==> src/rtl/ifetch_prefetch_if.sv <==
// Fetch-stage bus bundle: instruction-memory request/response channel, redirect
// input from the datapath, and the {instruction, PC} delivery handshake.
interface ifetch_prefetch_if;
    logic        imem_req;
    logic [31:0] imem_addr;
    logic        imem_gnt;
    logic        imem_rvalid;
    logic [31:0] imem_rdata;
    logic        redirect;
    logic [31:0] redirect_pc;
    logic        id_valid;
    logic [31:0] id_instr;
    logic [31:0] id_pc;
    logic        id_ready;

    modport master (
        output imem_req, imem_addr, id_valid, id_instr, id_pc,
        input  imem_gnt, imem_rvalid, imem_rdata, redirect, redirect_pc, id_ready
    );

    modport slave (
        input  imem_req, imem_addr, id_valid, id_instr, id_pc,
        output imem_gnt, imem_rvalid, imem_rdata, redirect, redirect_pc, id_ready
    );
endinterface

==> src/rtl/ifetch_prefetch.sv <==
// Request/response instruction fetch engine with a DEPTH-entry prefetch FIFO,
// in-order stale-response discard after redirects, and a valid/ready output.
module ifetch_prefetch_chk #(
    parameter int DEPTH = 4,
    parameter int CW    = 3
) (
    input logic          clk,
    input logic          RESET_N,
    input logic          push,
    input logic [CW-1:0] count,
    input logic [CW-1:0] outstanding,
    input logic [CW-1:0] stale
);
    localparam logic [CW-1:0] FULL = DEPTH[CW-1:0];

    a_no_overflow: assert property (@(posedge clk) disable iff (!RESET_N)
        !(push && (count >= FULL)));
    a_stale_le_out: assert property (@(posedge clk) disable iff (!RESET_N)
        (stale <= outstanding) && (outstanding <= FULL));
endmodule

module ifetch_prefetch #(
    parameter int          DEPTH    = 4,
    parameter logic [31:0] RESET_PC = 32'h0000_0000
) (
    input logic               clk,
    input logic               RESET_N,
    ifetch_prefetch_if.master bus
);
    localparam int AW = $clog2(DEPTH);
    localparam int CW = AW + 1;
    localparam logic [CW:0]   DEPTH_SUM = DEPTH[CW:0];
    localparam logic [CW-1:0] ZERO_CNT  = {CW{1'b0}};

    logic [31:0]   fetch_pc_r, resp_pc_r, fetch_pc_nx_s, resp_pc_nx_s;
    logic [CW-1:0] outstanding_r, stale_r, count_r;
    logic [CW-1:0] outstanding_nx_s, stale_nx_s, count_nx_s;
    logic [AW-1:0] rd_ptr_r, wr_ptr_r, rd_ptr_nx_s, wr_ptr_nx_s;
    logic [31:0]   instr_mem_r [DEPTH];
    logic [31:0]   pc_mem_r    [DEPTH];
    logic          run_r;
    logic [CW:0]   sum_s;
    logic          req_s, issue_s, resp_s, drop_s, push_s, pop_s, valid_s;
    logic [31:0]   redirect_base_s;
    logic          unused_pc_bits_s;

    assign unused_pc_bits_s = ^bus.redirect_pc[1:0];

    // Handshake qualification; responses during a redirect cycle are always dropped.
    always_comb begin
        sum_s           = {1'b0, outstanding_r} + {1'b0, count_r};
        req_s           = run_r & (sum_s < DEPTH_SUM) & ~bus.redirect;
        issue_s         = req_s & bus.imem_gnt;
        resp_s          = bus.imem_rvalid & (outstanding_r != ZERO_CNT);
        drop_s          = resp_s & ((stale_r != ZERO_CNT) | bus.redirect);
        push_s          = resp_s & ~drop_s;
        valid_s         = (count_r != ZERO_CNT);
        pop_s           = valid_s & bus.id_ready & ~bus.redirect;
        redirect_base_s = {bus.redirect_pc[31:2], 2'b00};
    end

    // Next-state for PCs, counters and FIFO pointers.
    always_comb begin
        fetch_pc_nx_s    = fetch_pc_r;
        resp_pc_nx_s     = resp_pc_r;
        stale_nx_s       = stale_r;
        count_nx_s       = count_r;
        rd_ptr_nx_s      = rd_ptr_r;
        wr_ptr_nx_s      = wr_ptr_r;
        outstanding_nx_s = outstanding_r + CW'(issue_s) - CW'(resp_s);
        if (bus.redirect) begin
            fetch_pc_nx_s = redirect_base_s;
            resp_pc_nx_s  = redirect_base_s;
            stale_nx_s    = outstanding_r - CW'(resp_s);
            count_nx_s    = ZERO_CNT;
            rd_ptr_nx_s   = {AW{1'b0}};
            wr_ptr_nx_s   = {AW{1'b0}};
        end else begin
            if (issue_s) begin
                fetch_pc_nx_s = fetch_pc_r + 32'd4;
            end else begin
                fetch_pc_nx_s = fetch_pc_r;
            end
            if (drop_s) begin
                stale_nx_s = stale_r - CW'(1'b1);
            end else begin
                stale_nx_s = stale_r;
            end
            if (push_s) begin
                resp_pc_nx_s = resp_pc_r + 32'd4;
                wr_ptr_nx_s  = wr_ptr_r + AW'(1'b1);
            end else begin
                resp_pc_nx_s = resp_pc_r;
                wr_ptr_nx_s  = wr_ptr_r;
            end
            if (pop_s) begin
                rd_ptr_nx_s = rd_ptr_r + AW'(1'b1);
            end else begin
                rd_ptr_nx_s = rd_ptr_r;
            end
            count_nx_s = count_r + CW'(push_s) - CW'(pop_s);
        end
    end

    // State registers; run_r holds requests off until the first edge after reset release.
    always_ff @(posedge clk or negedge RESET_N) begin
        if (!RESET_N) begin
            run_r         <= 1'b0;
            fetch_pc_r    <= RESET_PC;
            resp_pc_r     <= RESET_PC;
            outstanding_r <= ZERO_CNT;
            stale_r       <= ZERO_CNT;
            count_r       <= ZERO_CNT;
            rd_ptr_r      <= {AW{1'b0}};
            wr_ptr_r      <= {AW{1'b0}};
        end else begin
            run_r         <= 1'b1;
            fetch_pc_r    <= fetch_pc_nx_s;
            resp_pc_r     <= resp_pc_nx_s;
            outstanding_r <= outstanding_nx_s;
            stale_r       <= stale_nx_s;
            count_r       <= count_nx_s;
            rd_ptr_r      <= rd_ptr_nx_s;
            wr_ptr_r      <= wr_ptr_nx_s;
        end
    end

    // FIFO storage of {instruction, PC} pairs.
    always_ff @(posedge clk or negedge RESET_N) begin
        if (!RESET_N) begin
            for (int i = 0; i < DEPTH; i++) begin
                instr_mem_r[i] <= 32'h0000_0000;
                pc_mem_r[i]    <= 32'h0000_0000;
            end
        end else if (push_s) begin
            instr_mem_r[wr_ptr_r] <= bus.imem_rdata;
            pc_mem_r[wr_ptr_r]    <= resp_pc_r;
        end else begin
            instr_mem_r[wr_ptr_r] <= instr_mem_r[wr_ptr_r];
            pc_mem_r[wr_ptr_r]    <= pc_mem_r[wr_ptr_r];
        end
    end

    assign bus.imem_req  = req_s;
    assign bus.imem_addr = fetch_pc_r;
    assign bus.id_valid  = valid_s;
    assign bus.id_instr  = valid_s ? instr_mem_r[rd_ptr_r] : 32'h0000_0000;
    assign bus.id_pc     = valid_s ? pc_mem_r[rd_ptr_r]    : 32'h0000_0000;

    ifetch_prefetch_chk #(.DEPTH(DEPTH), .CW(CW)) u_chk (
        .clk         (clk),
        .RESET_N     (RESET_N),
        .push        (push_s),
        .count       (count_r),
        .outstanding (outstanding_r),
        .stale       (stale_r)
    );
endmodule

==> src/flat_wrapper.sv <==
// flat-port wrapper written by rule: the top's interface ports become plain ports
module ifetch_prefetch_flat 
#(
    parameter int          DEPTH    = 4,
    parameter logic [31:0] RESET_PC = 32'h0000_0000
)
  (clk, RESET_N, bus_imem_req, bus_imem_addr, bus_id_valid, bus_id_instr, bus_id_pc, bus_imem_gnt, bus_imem_rvalid, bus_imem_rdata, bus_redirect, bus_redirect_pc, bus_id_ready);
  ifetch_prefetch_if bus_i ();
  input logic clk;
  input logic RESET_N;
  output wire logic [$bits(bus_i.imem_req)-1:0] bus_imem_req;
  output wire logic [$bits(bus_i.imem_addr)-1:0] bus_imem_addr;
  output wire logic [$bits(bus_i.id_valid)-1:0] bus_id_valid;
  output wire logic [$bits(bus_i.id_instr)-1:0] bus_id_instr;
  output wire logic [$bits(bus_i.id_pc)-1:0] bus_id_pc;
  input wire logic [$bits(bus_i.imem_gnt)-1:0] bus_imem_gnt;
  input wire logic [$bits(bus_i.imem_rvalid)-1:0] bus_imem_rvalid;
  input wire logic [$bits(bus_i.imem_rdata)-1:0] bus_imem_rdata;
  input wire logic [$bits(bus_i.redirect)-1:0] bus_redirect;
  input wire logic [$bits(bus_i.redirect_pc)-1:0] bus_redirect_pc;
  input wire logic [$bits(bus_i.id_ready)-1:0] bus_id_ready;
  assign bus_imem_req = bus_i.imem_req;
  assign bus_imem_addr = bus_i.imem_addr;
  assign bus_id_valid = bus_i.id_valid;
  assign bus_id_instr = bus_i.id_instr;
  assign bus_id_pc = bus_i.id_pc;
  assign bus_i.imem_gnt = bus_imem_gnt;
  assign bus_i.imem_rvalid = bus_imem_rvalid;
  assign bus_i.imem_rdata = bus_imem_rdata;
  assign bus_i.redirect = bus_redirect;
  assign bus_i.redirect_pc = bus_redirect_pc;
  assign bus_i.id_ready = bus_id_ready;
  ifetch_prefetch #(.DEPTH(DEPTH), .RESET_PC(RESET_PC)) u_core (.clk(clk), .RESET_N(RESET_N), .bus(bus_i));
endmodule
==> config.mk <==
export PLATFORM = sky130hd
export DESIGN_NAME = ifetch_prefetch_flat
export DESIGN_NICKNAME = d
export VERILOG_FILES = /design/src/rtl/ifetch_prefetch_if.sv /design/src/rtl/ifetch_prefetch.sv /design/src/flat_wrapper.sv
export SDC_FILE = /design/constraint.sdc
export NUM_CORES = 1
export LEC_CHECK = 0
export BUFFER_PORTS_ARGS = -buffer_cell sky130_fd_sc_hd__buf_2
export CAP_MARGIN = 20
export CORE_MARGIN = 1
export CORE_UTILIZATION = 40
export CTS_CLUSTER_SIZE = 12
export DETAILED_ROUTE_END_ITERATION = 16
export GPL_TIMING_DRIVEN = 0
export PLACE_DENSITY = 0.69
export SYNTH_ARGS = -nofsm -noshare
export SYNTH_HDL_FRONTEND = slang
export SYNTH_SLANG_ARGS = --single-unit
==> constraint.sdc <==
create_clock -name clk -period 2.35 [get_ports clk]
set_input_delay 0.235 -clock clk [delete_from_list [all_inputs] [get_ports clk]]
set_output_delay 0.235 -clock clk [all_outputs]
set_load 0.02 [all_outputs]
# ---- Word-level counts from Yosys, hierarchy flattened
# Index checks and enable logic that the tools add are counted.
dict set report totals {
  ff_bits 334
  wordCells 85
  in_bits 70
  out_inout_bits 98
}
dict set report classes {
  reduce_logical 8
  addsub 11
  n_mux 33
  bitwise 13
  n_lt_le_gt_ge 4
}
# cell count
set ops {}
lappend ops {{$bwmux W128} 4}
lappend ops {{$mux W32} 15}
lappend ops {{$bmux W32 S2} 4}
lappend ops {{$mux W128} 2}
lappend ops {{$add A32 B3 Y32 const B} 2}
lappend ops {{$demux W32 S2} 1}
lappend ops {{$mux W3} 3}
lappend ops {{$reduce_bool A3 Y1} 3}
lappend ops {{$sub A3 B1 Y3} 3}
lappend ops {{$and A1 B1 Y1} 8}
lappend ops {{$mux W2} 4}
lappend ops {{$reduce_bool A2 Y1} 4}
lappend ops {{$add A3 B1 Y3} 2}
lappend ops {{$ge A3 B3 Y1 const B} 2}
lappend ops {{$not A2 Y3} 2}
lappend ops {{$add A2 B1 Y2 const B} 2}
lappend ops {{$add A3 B3 Y4} 1}
lappend ops {{$lt A4 B3 Y1 const B} 1}
lappend ops {{$lt A3 B1 Y1 const B} 1}
lappend ops {{$sub A3 B1 Y3 const B} 1}
lappend ops {{$not A1 Y1} 2}
lappend ops {{$logic_and A1 B1 Y1} 1}
lappend ops {{$or A1 B1 Y1} 1}

# ---- Depth between registers and ports, before layout
# Gate-level depths: netlist of run 1.
dict set report depth {
  ltp_word 8
  ltp_mapped 11
  depth_no_buf 10
}

# ---- Least setup slack after synthesis of run 1
# No wires, ideal clock.
dict set report synth_timing {
  path_kind {flip-flop to flip-flop}
  start {register u_core.count_r[1]}
  end {register u_core.count_r[2]}
  required_ns 2.218
  setup_ns 0.132
  period_less_slack_ns 2.306
  n_path_buf 1
  path_slack_ns 0.044
  arrival_time_ns 2.174
  path_stages_with_launch 12
  cell_sequence {dfrtp_1 > or3_1 > clkbuf_1 > nand2_1 > nor2_1 > ha_1 > inv_1 > ha_1 > inv_1 > fa_1 > xnor2_1 > nor2_1}
}
dict set report synth_between {
  elab_chain_len 5
  elab_cells_between_ends 6
  classes_between {2 x add/sub; 1 x mux; 2 x bitwise; 1 x reduce/logical}
}
# item line
set synth_lines {}
lappend synth_lines {{from (decl)} ifetch_prefetch.sv:36} ;# logic [CW-1:0] outstanding_r, stale_r, count_r;
lappend synth_lines {{from (signal assigned)} ifetch_prefetch.sv:122} ;# count_r <= count_nx_s;
lappend synth_lines {{parallel branches: the longest is 3 deep, another holds $add A3 B1 Y3} n/a}
lappend synth_lines {{$sub A3 B1 Y3 *} ifetch_prefetch.sv:101} ;# count_nx_s = count_r + CW'(push_s) - CW'(pop_s);
lappend synth_lines {{$mux W3 *} ifetch_prefetch.sv:71} ;# if (bus.redirect) begin
lappend synth_lines {{named net u_core.count_nx_s[2]} ifetch_prefetch.sv:37} ;# logic [CW-1:0] outstanding_nx_s, stale_nx_s, count_nx_s;
# Mark *: on every way through the listed nets, which the timed path passes.
# A chain may end at the register's enable or synchronous reset.

# ---- Worst setup path in the final report of run 1
dict set report layout_timing {
  start {register u_core.rd_ptr_r[0]}
  end {output bus_id_instr[6]}
}
dict set report layout_between {
  elab_chain_len 5
}
# item line
set layout_lines {}
lappend layout_lines {{from (decl)} ifetch_prefetch.sv:38} ;# logic [AW-1:0] rd_ptr_r, wr_ptr_r, rd_ptr_nx_s, wr_ptr_nx_s;
lappend layout_lines {{from (signal assigned)} ifetch_prefetch.sv:114} ;# rd_ptr_r <= {AW{1'b0}};
lappend layout_lines {{from (signal assigned)} ifetch_prefetch.sv:123} ;# rd_ptr_r <= rd_ptr_nx_s;
lappend layout_lines {{$not A2 Y3 (not written as such)} ifetch_prefetch.sv:147} ;# assign bus.id_instr = valid_s ? instr_mem_r[rd_ptr_r] : 32'h0000_0000;
lappend layout_lines {{$bmux W32 S2} ifetch_prefetch.sv:147}
lappend layout_lines {{$mux W32 (not written as such) (2 in series)} ifetch_prefetch.sv:147}
lappend layout_lines {{$mux W32} ifetch_prefetch.sv:147}
lappend layout_lines {{to (decl)} flat_wrapper.sv:14} ;# output wire logic [$bits(bus_i.id_instr)-1:0] bus_id_instr;
# No other way between the ends. The select of a mux whose other input is x is not followed.

==> results by group, run 1 <==
Clock tree
  • Clk Latency, worst-skew pair: 0.53 ns
  • TritonCTS clock tree: built
  • Clock sink count: 330
  • CTS Buf Count: 37
  • H-tree levels: 2
  • Max Buffers Root-to-Sink: 3
  • CTS clk-pin slew, worst paths: 0.06 ns
  • Root Buffer: clkbuf_16

Finish
  • Share of cells above drive strength 1: 0.2936
  • Footprint of the multi-input gates: 8631 um^2
  • Layout net count: 1900
  • Post-route insts no fill: 2413
  • N_diodes: 0
  • Area grow syn2layout: 22.46%
  • Final Instance Area: 21210 um^2
  • Reg area: 8262 um^2
  • Number of filler cells placed in the layout: 3752
  • Layout Utilization: 0.5011

Timing
  • Slew @ Worst Pin: 0.7841 ns
  • Final period util: 1.039
  • Clock skew: about 0.013 ns
  • Slew HR: 0.4773
  • Total negative slack: -1.725 ns
  • Final-report setup violation count: 44
  • Max Transition Viols Final: 0
  • Hold Vio Cnt, Final: 0
  • RSZ-0062 raised after global routing: true
  • Min Tclk post-route: between 2 and 2.5 ns
  • Fmax: 0.4094 GHz
  • Final worst setup slack: -0.09252 ns
  • Hold slack: 0.009962 ns

Route
  • WL/cell: 21.66 um
  • Vias/cell: between 5 and 6
  • Post-Route WL: 52260 um
  • DRC viols: 0
  • DRT Pass-1 Iters: 7
  • Via count: between 10000 and 15000
  • Post-route ant nets: 0
  • DR iter-0 viols: 1494

Synth
  • Number of synthesized flops with an enable pin: 0
  • Compound-Gate Fraction of Synth Area: 0.1059
  • Post-synth top area cell: dfrtp_1
  • Largest family of logic cells by synthesized area: multiplexers
  • Post-Synthesis Cells: 1570
  • Synth warn: 0
  • Distinct cells, synth: 58
  • Async set-reset flop share out of synthesis: 1.000
  • Mux cell area share after synthesis: 0.2126
  • Sequential area share after synthesis: 0.4769
  • Synth top area share: 0.4769
  • Synth top area cells: dfrtp_1, mux4_2, a21oi_1, nor2_1, mux2i_1
  • Synth Area per Inst: 11.03 um^2
  • Adder-Cell Fraction of Synth Area: 0.01387
  • Mapped cell area: between 15000 and 20000 um^2
  • Primary flip-flop cell chosen by synthesis mapping: dfrtp_1
  • Synth Area in XOR/XNOR: 0.01973
  • Simple-Gate Fraction of Synth Area: 0.1346
  • Synth Register Bits: 330

Placement
  • RD Place Congestion: 0.9791
  • Placed cells: 2313
  • Detailed Place HPWL: 35040 um
  • Worst slack at placement: -0.9226 ns
  • Placed inst area: 18950 um^2
  • Port Buffers: between 150 and 200

Floorplan
  • DIE AREA: roughly 44000 um^2
  • Die height: 210.1 um
  • Starting density of the core: 0.4092
  • DIE WIDTH: 210.1 um
  • Ports: 168
  • Core box area: around 42000 um^2
  • FP Rows: 75

Worst setup path
  • Worst Path Class, Setup: register to output pin
  • Critical path arrival: 2.21 ns
  • CP endpoint kind: output pin
  • Critical Path RT: 2.12 ns
  • Crit-path max FO: 9
  • Worst Setup Start Kind: register

Global route
  • Initial antenna violation count: 0
  • Largest net degree at the start of global routing: 128
  • All-Layer GR Usage: 0.2357
  • Overflow after GRT: 0
  • First-pass GRT wire length: 80810 um
  • Vias in the first global route: 14190

Power
  • Power Total: 26.41 mW
  • Power per cell area: 1246 nW/um^2
  • Leak: between 8 and 9 nW
  • Maximum vdd drop: 650.8 uV

Run
  • Maxcap violations: 0

Outcome
  • Status: complete, but fails checks
  • Failing checks: negative setup slack

Min path
  • Min-Delay Path Class: input pin to register
-- final timing paths --
kind	to	cells after the start	start	slack, ns
worst max-delay path	bus_id_instr[6]	5	u_core.rd_ptr_r[0]	-0.09
worst max register to register	u_core.instr_mem_r[6]	7	u_core.outstanding_r[2]	0.06
worst min register to register	u_core.pc_mem_r[32]	1	u_core.pc_mem_r[32]	0.54
worst min-delay path	u_core.bus.imem_addr[8]	3	bus_redirect_pc[8]	0.01
max in group asynchronous	u_core.instr_mem_r[65]	4	RESET_N	0.68
min in group asynchronous	u_core.run_r	2	RESET_N	0.25
-- synthesized netlist by cell type, types with 14 or more instances --
library cell and n:
o211ai_1 14, nand3_1 31, buf_2 15, nor2_1 278, dfrtp_1 330, mux2i_1 63
ha_1 16, a21oi_1 253, xnor2_1 19, inv_1 22, clkbuf_1 83, nand4_1 21
o21ai_0 30, xor2_1 20, nand2_1 58, and2_1 68, mux4_2 128, mux2_2 14
-- cell type report --
class	instances	share of cell area
multi-input cells	1100	0.4070
inverters	26	0.004720
clock inverters	8	0.004720
repair buffers	206	0.07169
flip-flops and latches	330	0.3896
clock buffers	55	0.05357
well taps	577	0.03404
plain buffers	111	0.03469
-- logic make-up (layout without fill, tap and decap cells) --
family,after synthesis,in the layout
buffers and inverters,141,406
other,2,3
muxes,206,206
AOI/OAI and AO/OA,333,333
DFF,330,330
and+or+nand+nor,501,501
adders and majority gates,18,18
xor gates and xnor gates,39,39
-- layer usage --
metal	vias to the layer above	wire length [um]	track usage
met5	-	0	0
met4	0	1142	0.06695
met3	87	3848	0.03650
met2	658	25370	0.3848
met1	7139	21900	0.3267
li1	6131	-	-
-- registers in the layout (all words and copies together), names as in the netlist --
name,flops
u_core.rd_ptr_r,2
u_core.pc_mem_r,128
u_core.resp_pc_r,30
u_core.count_r,3
u_core.outstanding_r,3
u_core.instr_mem_r,128
u_core.stale_r,3
u_core.wr_ptr_r,2
u_core.bus.imem_addr,30
u_core.run_r,1
-- timing repair --
action,4_1_cts,5_1_grt
gates resized for setup,86,153
cloned,0,5
buffers inserted,7,9
hold buffers,20,0
pin swaps,5,11
setup endpoints to repair,270,280
endpoints found under the hold margin,88,0
-- cells in the final DEF (no fill, tap or decap), drive strengths merged, types with 14 or more instances in the layout --
cell type      n
and2          68
a21oi        255
nand4         24
clkbuf       134
mux4         128
inv           27
o21ai         31
ha            16
nand2         59
nand3         32
xor2          20
o211ai        14
xnor2         19
nor2         278
buf          218
dfrtp        330
mux2i         63
mux2          15
dlygate4sd3   20
-- worst max-delay path: stages, from the launching register on --
cell and delay [ns]:
dfrtp_2 0.44, buf_12 0.21, clkbuf_16 0.18, mux4_2 0.50
and2_1 0.18, buf_2 0.16
-- power breakdown --
part	switching, mW	total [mW]	leakage (nW)	internal (mW)
Sequential	1.17	8.21	3.37	7.05
Clock	2.35	5.91	0.608	3.56
Combinational	6.56	12.3	4.49	5.73
Power figures use the tool's default switching activity.
==> run 2, diff against run 1 <==
--- a/config.mk
+++ b/config.mk
@@ -11,8 +11,7 @@
 export CORE_UTILIZATION = 40
 export CTS_CLUSTER_SIZE = 12
 export DETAILED_ROUTE_END_ITERATION = 16
-export GPL_TIMING_DRIVEN = 0
-export PLACE_DENSITY = 0.69
+export PLACE_DENSITY = 0.67
 export SYNTH_ARGS = -nofsm -noshare
 export SYNTH_HDL_FRONTEND = slang
 export SYNTH_SLANG_ARGS = --single-unit
==> constraint.sdc (replaced) <==
create_clock -name clk -period 2.7 [get_ports clk]
set_input_delay 0.27 -clock clk [delete_from_list [all_inputs] [get_ports clk]]
set_output_delay 0.27 -clock clk [all_outputs]
set_load 0.02 [all_outputs]
==> results by group, run 2 (synthesis results as in run 1) <==
Global route
  • Overflow after GRT: 0
  • Vias in the first global route: 13090
  • Initial antenna violation count: 2
  • All-Layer GR Usage: 0.2073
  • Largest net degree at the start of global routing: 84
  • First-pass GRT wire length: 71980 um

Power
  • Comb power frac: 0.419
  • Leak: around 8 nW
  • Power per cell area: 1043 nW/um^2
  • Maximum vdd drop: ~610 uV
  • Net Sw Power: 8.203 mW
  • Seq pwr share: 0.336
  • Int Pwr: ~13 mW
  • Portion of total power attributed to the clock network: 0.245
  • Sw frac: 0.3840

Route
  • DR iter-0 viols: 1155
  • Post-Route WL: approximately 45000 um
  • Via count: 12970
  • Vias/cell: 5.564
  • Post-route ant nets: 0
  • DRC viols: 0
  • WL/cell: 19.25 um
  • DRT Pass-1 Iters: 7

Floorplan
  • DIE WIDTH: roughly 210 um
  • Starting density of the core: 0.4092
  • Core box area: 42320 um^2
  • DIE AREA: 44130 um^2
  • Die height: roughly 210 um
  • Ports: 168
  • FP Rows: 75

Clock tree
  • Post-cts repair resize count: 0
  • Root Buffer: clkbuf_16
  • TritonCTS clock tree: built
  • H-tree levels: 2
  • Clock sink count: 330
  • Clk Latency, worst-skew pair: approximately 0.56 ns
  • Max Buffers Root-to-Sink: 3
  • CTS clk-pin slew, worst paths: roughly 0.06 ns
  • CTS Buf Count: 38

Min path
  • Min-Delay Path Class: input pin to register

Finish
  • Number of filler cells placed in the layout: 3777
  • Post-route insts no fill: 2331
  • Share of cells above drive strength 1: 0.2509
  • Area grow syn2layout: 18.24%
  • Most frequent cells in the layout: dfrtp_1, nor2_1, a21oi_1, buf_2, mux4_2
  • Leading cell type in the layout, fill and taps excluded: dfrtp_1
  • Layout net count: between 1500 and 2000
  • N_diodes: 0
  • Final Instance Area: 20480 um^2
  • Largest regs: u_core.instr_mem_r (128), u_core.pc_mem_r (128)

Timing
  • Slew @ Worst Pin: 0.7074 ns
  • RSZ-0062 raised after global routing: false
  • Clock skew: 0.02487 ns
  • Final period util: 0.9582
  • Total negative slack: 0 ns
  • Hold slack: 0.02052 ns
  • Slew HR: 0.5284
  • Hold Vio Cnt, Final: 0
  • Fmax: about 0.39 GHz
  • Final worst setup slack: 0.1129 ns
  • Min Tclk post-route: 2.587 ns
  • Max Transition Viols Final: 0
  • Final-report setup violation count: 0

Worst setup path
  • Critical Path RT: 2.43 ns
  • CP Cell Sequence: or3_2 -> buf_4 -> and2_1 -> buf_2
  • Crit-path max FO: 66
  • Worst Setup Start Kind: register
  • Critical path arrival: around 2.3 ns
  • CP max stage cell: or3_2
  • Delay-heaviest family, CP: simple AND/OR/NAND/NOR gates
  • CP endpoint kind: output pin
  • Worst Path Class, Setup: register to output pin
  • Crit-path max cell delay: roughly 0.49 ns
  • CP bufs+invs: 2

Placement
  • RD Place Congestion: 0.9314
  • Placed cells: around 2200
  • Placed inst area: 18930 um^2
  • Worst slack at placement: 0.3923 ns
  • Detailed Place HPWL: 28890 um
  • Port Buffers: 163

Run
  • Maxcap violations: 0

Outcome
  • Status: finished, final reports clean
[run 2: cell types whose count changed in the layout (fill, tap and decap cells not counted), sizes merged]
cell,before,now
dlygate4sd3,20,25
inv,27,29
clkbuf,134,58
buf,218,205
[run 2: worst reg2reg max path, stage by stage, from the launching register on]
cell and delay [ns]:
dfrtp_1 0.44, or3_2 0.49, nand2_1 0.12, nor2_1 0.05, ha_1 0.27, inv_1 0.05
ha_1 0.13, inv_1 0.04, fa_1 0.37, xnor2_1 0.17, nor2_1 0.05
[run 2: power groups by stage]
stage,sequential [mW],combinational (mW),clock (mW)
final,7.17,8.96,5.23
after global routing,7.33,9.81,5.54
after CTS,7.15,9.09,5.35
after detailed placement,7.29,8.91,0
after global placement,7.18,8.72,0
after floorplan,6.91,6.35,0
[run 2: path summary, 6_finish.rpt]
check                                   start             endpoint  slack [ns]  cells after the start
max reg2reg                 u_core.count_r[1]    u_core.count_r[2]        0.40                     10
min in group asynchronous             RESET_N    u_core.count_r[2]        0.23                      2
min reg2reg                u_core.pc_mem_r[0]   u_core.pc_mem_r[0]        0.53                      1
max                         u_core.count_r[1]     bus_id_instr[15]        0.11                      4
max in group asynchronous             RESET_N    u_core.stale_r[0]        1.64                      3
min                        bus_redirect_pc[8]  u_core.resp_pc_r[8]        0.02                      3
[run 2: repair_timing]
| action | CTS | global route |
|---|---|---|
| endpoints found under the setup margin | 10 | 0 |
| hold endpoints to repair | 83 | 0 |
| hold buffers | 25 | 0 |
| buffers inserted | 3 | 0 |
[run 2: metrics by stage]
step           total power [mW]  utilization
6_report                  21.36       0.4838
2_1_floorplan             13.26            -
3_5_place_dp              16.19       0.4473
4_1_cts                   21.59       0.4838
3_3_place_gp              15.90       0.4473
5_1_grt                   22.68       0.4838
[run 2: cell type report]
cell class	instances	area (um^2)	area share
multi-input combinational	1100	8496	0.4149
timing repair buffer	230	1629	0.07956
clock inverter	10	125.1	0.006111
sequential	330	8270	0.4039
inverter	26	97.59	0.004766
tap	577	721.9	0.03526
clock buffer	58	1136	0.05548
[run 2: per-layer routing]
layer  GRT usage  wire length (um)  vias to the layer above
met5           0                20                        -
met4     0.06871               955                        4
met3     0.03799              2846                       71
met2      0.3330             21710                      449
met1      0.2841             19330                     6464
li1            -                 -                     5981
